### src/rtl/demux_dispatch_1to16_if.sv
// demux_dispatch_1to16_if: stream input, one-hot per-channel output and status bundle
interface demux_dispatch_1to16_if #(
  parameter int width = 8,
  parameter int snum  = 4
);
  localparam int N = 2 ** snum;
  logic             mode;
  logic [N-1:0]     en_mask;
  logic [width-1:0] in_data;
  logic [snum-1:0]  in_dest;
  logic             in_valid;
  logic             in_ready;
  logic [width-1:0] out_data;
  logic [N-1:0]     out_valid;
  logic [N-1:0]     out_ready;
  logic [snum-1:0]  cur_sel;
  logic             busy;
  logic [7:0]       drop_cnt;
  modport slave (
    input  mode, en_mask, in_data, in_dest, in_valid, out_ready,
    output in_ready, out_data, out_valid, cur_sel, busy, drop_cnt
  );
  modport master (
    output mode, en_mask, in_data, in_dest, in_valid, out_ready,
    input  in_ready, out_data, out_valid, cur_sel, busy, drop_cnt
  );
endinterface

### src/rtl/demux_dispatch_1to16.sv
// demux_dispatch_1to16: steers a valid/ready byte stream to 16 channels, addressed or round-robin
module demux_dispatch_1to16 #(
  parameter int width = 8,
  parameter int snum  = 4
) (
  input logic clk,
  input logic rst,
  demux_dispatch_1to16_if.slave bus
);
  localparam int N = 2 ** snum;
  logic [N-1:0]     valid_q, valid_d;
  logic [width-1:0] data_q, data_d;
  logic [snum-1:0]  sel_q, sel_d, ptr_q, ptr_d, rr_tgt, tgt;
  logic [7:0]       drop_q, drop_d;
  logic             busy, xfer, eligible, accept, present;
  always_comb begin
    rr_tgt = ptr_q;
    // descending scan so the nearest enabled channel from ptr wins
    for (int i = N - 1; i >= 0; i--)
      if (bus.en_mask[ptr_q + snum'(i)]) rr_tgt = ptr_q + snum'(i);
    busy     = |valid_q;
    xfer     = |(valid_q & bus.out_ready);
    eligible = !bus.mode || (|bus.en_mask);
    accept   = bus.in_valid && bus.in_ready;
    tgt      = bus.mode ? rr_tgt : bus.in_dest;
    present  = bus.mode || bus.en_mask[bus.in_dest];
    valid_d  = (accept && present) ? ({{(N-1){1'b0}}, 1'b1} << tgt) : (xfer ? '0 : valid_q);
    data_d   = (accept && present) ? bus.in_data : data_q;
    sel_d    = (accept && present) ? tgt : sel_q;
    ptr_d    = (accept && bus.mode) ? tgt + 1'b1 : ptr_q;
    drop_d   = (accept && !present && !(&drop_q)) ? drop_q + 8'd1 : drop_q;
  end
  always_ff @(posedge clk) begin
    if (rst) begin
      valid_q <= '0;
      data_q  <= '0;
      sel_q   <= '0;
      ptr_q   <= '0;
      drop_q  <= '0;
    end else begin
      valid_q <= valid_d;
      data_q  <= data_d;
      sel_q   <= sel_d;
      ptr_q   <= ptr_d;
      drop_q  <= drop_d;
    end
  end
  assign bus.in_ready  = !rst && (!busy || xfer) && eligible;
  assign bus.out_data  = data_q;
  assign bus.out_valid = valid_q;
  assign bus.cur_sel   = busy ? sel_q : ptr_q;
  assign bus.busy      = busy;
  assign bus.drop_cnt  = drop_q;
endmodule

### src/flat_wrapper.sv
// flat-port wrapper written by rule: the top's interface ports become plain ports
module demux_dispatch_1to16_flat 
#(
  parameter int width = 8,
  parameter int snum  = 4
)
  (clk, rst, bus_mode, bus_en_mask, bus_in_data, bus_in_dest, bus_in_valid, bus_out_ready, bus_in_ready, bus_out_data, bus_out_valid, bus_cur_sel, bus_busy, bus_drop_cnt);
  demux_dispatch_1to16_if #(.width(width), .snum(snum)) bus_i ();
  input logic clk;
  input logic rst;
  input wire logic [$bits(bus_i.mode)-1:0] bus_mode;
  input wire logic [$bits(bus_i.en_mask)-1:0] bus_en_mask;
  input wire logic [$bits(bus_i.in_data)-1:0] bus_in_data;
  input wire logic [$bits(bus_i.in_dest)-1:0] bus_in_dest;
  input wire logic [$bits(bus_i.in_valid)-1:0] bus_in_valid;
  input wire logic [$bits(bus_i.out_ready)-1:0] bus_out_ready;
  output wire logic [$bits(bus_i.in_ready)-1:0] bus_in_ready;
  output wire logic [$bits(bus_i.out_data)-1:0] bus_out_data;
  output wire logic [$bits(bus_i.out_valid)-1:0] bus_out_valid;
  output wire logic [$bits(bus_i.cur_sel)-1:0] bus_cur_sel;
  output wire logic [$bits(bus_i.busy)-1:0] bus_busy;
  output wire logic [$bits(bus_i.drop_cnt)-1:0] bus_drop_cnt;
  assign bus_i.mode = bus_mode;
  assign bus_i.en_mask = bus_en_mask;
  assign bus_i.in_data = bus_in_data;
  assign bus_i.in_dest = bus_in_dest;
  assign bus_i.in_valid = bus_in_valid;
  assign bus_i.out_ready = bus_out_ready;
  assign bus_in_ready = bus_i.in_ready;
  assign bus_out_data = bus_i.out_data;
  assign bus_out_valid = bus_i.out_valid;
  assign bus_cur_sel = bus_i.cur_sel;
  assign bus_busy = bus_i.busy;
  assign bus_drop_cnt = bus_i.drop_cnt;
  demux_dispatch_1to16 #(.width(width), .snum(snum)) u_core (.clk(clk), .rst(rst), .bus(bus_i));
endmodule
### config.mk
export PLATFORM = sky130hd
export DESIGN_NAME = demux_dispatch_1to16_flat
export DESIGN_NICKNAME = d
export VERILOG_FILES = /design/src/rtl/demux_dispatch_1to16_if.sv /design/src/rtl/demux_dispatch_1to16.sv /design/src/flat_wrapper.sv
export SDC_FILE = /design/constraint.sdc
export NUM_CORES = 1
export LEC_CHECK = 0
export ABC_CLOCK_PERIOD_IN_PS = 10370
export BUFFER_PORTS_ARGS = -buffer_cell sky130_fd_sc_hd__buf_4
export CORE_MARGIN = 2
export CORE_UTILIZATION = 40
export DETAILED_ROUTE_END_ITERATION = 6
export PLACE_DENSITY = 0.71
export SETUP_SLACK_MARGIN = 0.02
export SLEW_MARGIN = 20
export SYNTH_ARGS = -nofsm -noshare
export SYNTH_HDL_FRONTEND = slang
export SYNTH_SLANG_ARGS = --single-unit
### constraint.sdc
create_clock -name clk -period 10.37 [get_ports clk]
set_clock_uncertainty 0.15 [all_clocks]
set_input_delay 1.037 -clock clk [delete_from_list [all_inputs] [get_ports clk]]
set_output_delay 1.037 -clock clk [all_outputs]
set_load 0.05 [all_outputs]
==> metrics <==
status completed; RSZ-0062 raised after global routing no; first-pass GRT wire length 21.55 mm; gr usage total 22.93%; leakage power 1.917 nW; Synth Cell Area 4309 um^2; Starting DRT DRC Count 489; Setup violations, final 0; # rows 37; diode count 0; Filler Cells Inserted 1003; PwrDens 166.3 nW/um^2; grt total ovfl 0; Slew Viols, Final 0; WP data required 10450 ps; class of the worst hold path register to register; core area 10370 um^2; footprint of the multi-input gates 3326 um^2; clk root buf clkbuf_8; Die W 107.8 um; WL per Instance 19.46 um; total vias in the final route 4457; vias per cell 6.367; CTS tree done; Synth Flop Type dfxtp_1; residual DRC count 0; max-cap violations 0; routability cong. 0.9230; Max Clock Freq 0.1734 GHz; starting density of the core 41.55%; Worst setup EP type register; Relative slew margins 30.00%; # IOs 86; top cells by count, synth nor2_1 (49), nand2_1 (42), dfxtp_1 (40), mux2i_1 (40), a21oi_1 (28); VDD IR max 0.07463 mV; setup bufs post-CTS 0; largest net degree at the start of global routing 42; CTS Sinks 40; synth top area cells dfxtp_1 (19%), mux4_2 (14%), mux2i_1 (9.3%), mux2_2 (4.4%), nor2_1 (4.3%); dominant cell type by area after synthesis dfxtp_1; DIE AREA 11620 um^2; H-tree depth 2; Mapped Cells 498; min Tclk post-route 5769 ps; count of state elements after synthesis 40; Synth Warn # 0; Max clock buf depth 2; detailed placement HPWL 10.12 mm; CP Max Fanout 31; ys async rst share 0%; period utilization 55.63%; worst slew pin tran 1048 ps; Clock transition at path regs 80 ps; Final ANT Viol Nets 0; post_cts resized 0; area share of the largest cell type after synthesis 18.58%; I/O Buffers 85; DR pass1 iterations 7; Reg area 800.8 um^2; Synth Net Count 555; total routed wirelength 13.62 mm; syn_area_per_cell 8.653 um^2; CP Launch Type register; type of the worst setup path register to register; count leader, synth nor2_1; Post-synth EDFFs 0; fin nets 620; Area growth syn-to-layout 18.84%; Arr. time, crit path 5850 ps; Pwr Total 0.0008518 W; Synth cell types 69; share of layout cells above drive strength 1 26.77%; Hold-fix buffers, CTS 0; Seq/Total Area, Yosys 18.58%; TritonCTS buffer count 5; Hold Violations, Final 0; final setup TNS 0 ps; Die Y 107.8 um; later-pin clock latency in the skew report 280 ps; vias in the first global route 4217; initial antenna violation count 0
-- report_power, final --
group | total (W) | leakage [nW] | switching (W) | internal (W)
Clock | 0.000125 | 0.0552 | 0.0000539 | 0.0000715
Sequential | 0.000168 | 0.324 | 0.00000536 | 0.000162
Combinational | 0.000559 | 1.54 | 0.000343 | 0.000216
-- state kept, by name, indices dropped and copies added (netlist names) --
register              count
u_core.bus.out_valid     16
u_core.bus.drop_cnt       8
u_core.bus.out_data       8
u_core.ptr_q              4
u_core.sel_q              4
-- path summary, 6_finish.rpt --
path / from / endpoint / cells past startpoint / slack (ps)
setup reg to reg: u_core.ptr_q[0] / u_core.ptr_q[3] / 13 / 4600
setup / recovery: u_core.ptr_q[0] / u_core.ptr_q[3] / 13 / 4600
hold reg to reg: u_core.bus.out_valid[14] / u_core.bus.out_valid[14] / 2 / 340
hold / removal: u_core.bus.out_valid[14] / u_core.bus.out_valid[14] / 2 / 340
-- area by class of cell --
cell class	count	share of cell area [%]
repair buffers	90	13.19
flip-flops and latches	40	15.64
inverters	11	0.8063
clock buffers	6	1.417
clock inverters	2	0.6841
multi-input cells	415	64.94
well taps	136	3.323
-- routing by layer --
metal | routed length (um) | track usage, %
met1 | 5706 | 31.32
met5 | 0 | 0
met2 | 6413 | 36.07
met3 | 1119 | 4.419
met4 | 380 | 7.967
-- cells in the final DEF, fill, tap and decap left out, types with 3 or more instances in the layout --
| cell type | n |
|---|---|
| a22o_1 | 5 |
| inv_1 | 9 |
| nand2_1 | 42 |
| mux4_2 | 27 |
| a21oi_1 | 28 |
| nand4_1 | 10 |
| nand3_1 | 20 |
| xor2_1 | 8 |
| a2111oi_0 | 3 |
| mux2_2 | 17 |
| nand2b_1 | 5 |
| mux2i_1 | 40 |
| buf_4 | 90 |
| and3_1 | 4 |
| a31oi_1 | 3 |
| o211ai_1 | 7 |
| ha_1 | 8 |
| nor3_1 | 9 |
| clkbuf_8 | 5 |
| nor4_1 | 7 |
| or3_1 | 3 |
| dfxtp_1 | 40 |
| or4_1 | 4 |
| o21ai_0 | 19 |
| xnor2_1 | 14 |
| nor2_1 | 49 |
| a311oi_1 | 5 |
| o22ai_1 | 3 |
| a22oi_1 | 3 |
| a21o_1 | 3 |
| a221oi_1 | 6 |
| nand4b_1 | 3 |
| a211oi_1 | 4 |
| nor2b_1 | 7 |
| mux2_1 | 5 |
-- cells by family (layout without fill, tap and decap cells) --
logic type,Yosys count,in the layout,share of synthesized area [%]
and+or+nand+nor,180,180,21.20
AOI/OAI and AO/OA,112,112,18.12
muxes,92,92,30.72
buffers and inverters,43,109,4.297
DFF,40,40,18.58
xor gates and xnor gates,22,22,4.472
adders and majority gates,9,9,2.613
-- critical path, stage by stage, from the launching register on --
cell,delay [ps]
dfxtp_1,310
buf_4,340
clkinv_1,540
ha_2,1010
mux4_1,690
mux2_2,300
mux2i_1,560
o211ai_1,150
a31oi_1,160
a311oi_1,80
nand4b_1,200
o22a_1,380
or4b_2,730
nand3_1,80
-- stage by stage --
| stage | instances | cell area [um^2] | setup slack [ps] | util (%) | hold WS, ps |
|---|---|---|---|---|---|
| after floorplan | 498 | 4309 | 5364 | - | 300.7 |
| after global placement | 692 | 5011 | 4461 | 48.32 | 313.5 |
| after detailed placement | 692 | 5011 | 4267 | 48.32 | 325.5 |
| after CTS | 700 | 5119 | 4253 | 49.36 | 339.5 |
| after global routing | 700 | 5121 | 4103 | 49.38 | 358.9 |
| final | 700 | 5121 | 4601 | 49.38 | 336.9 |
(Power assumes the default switching activity.)
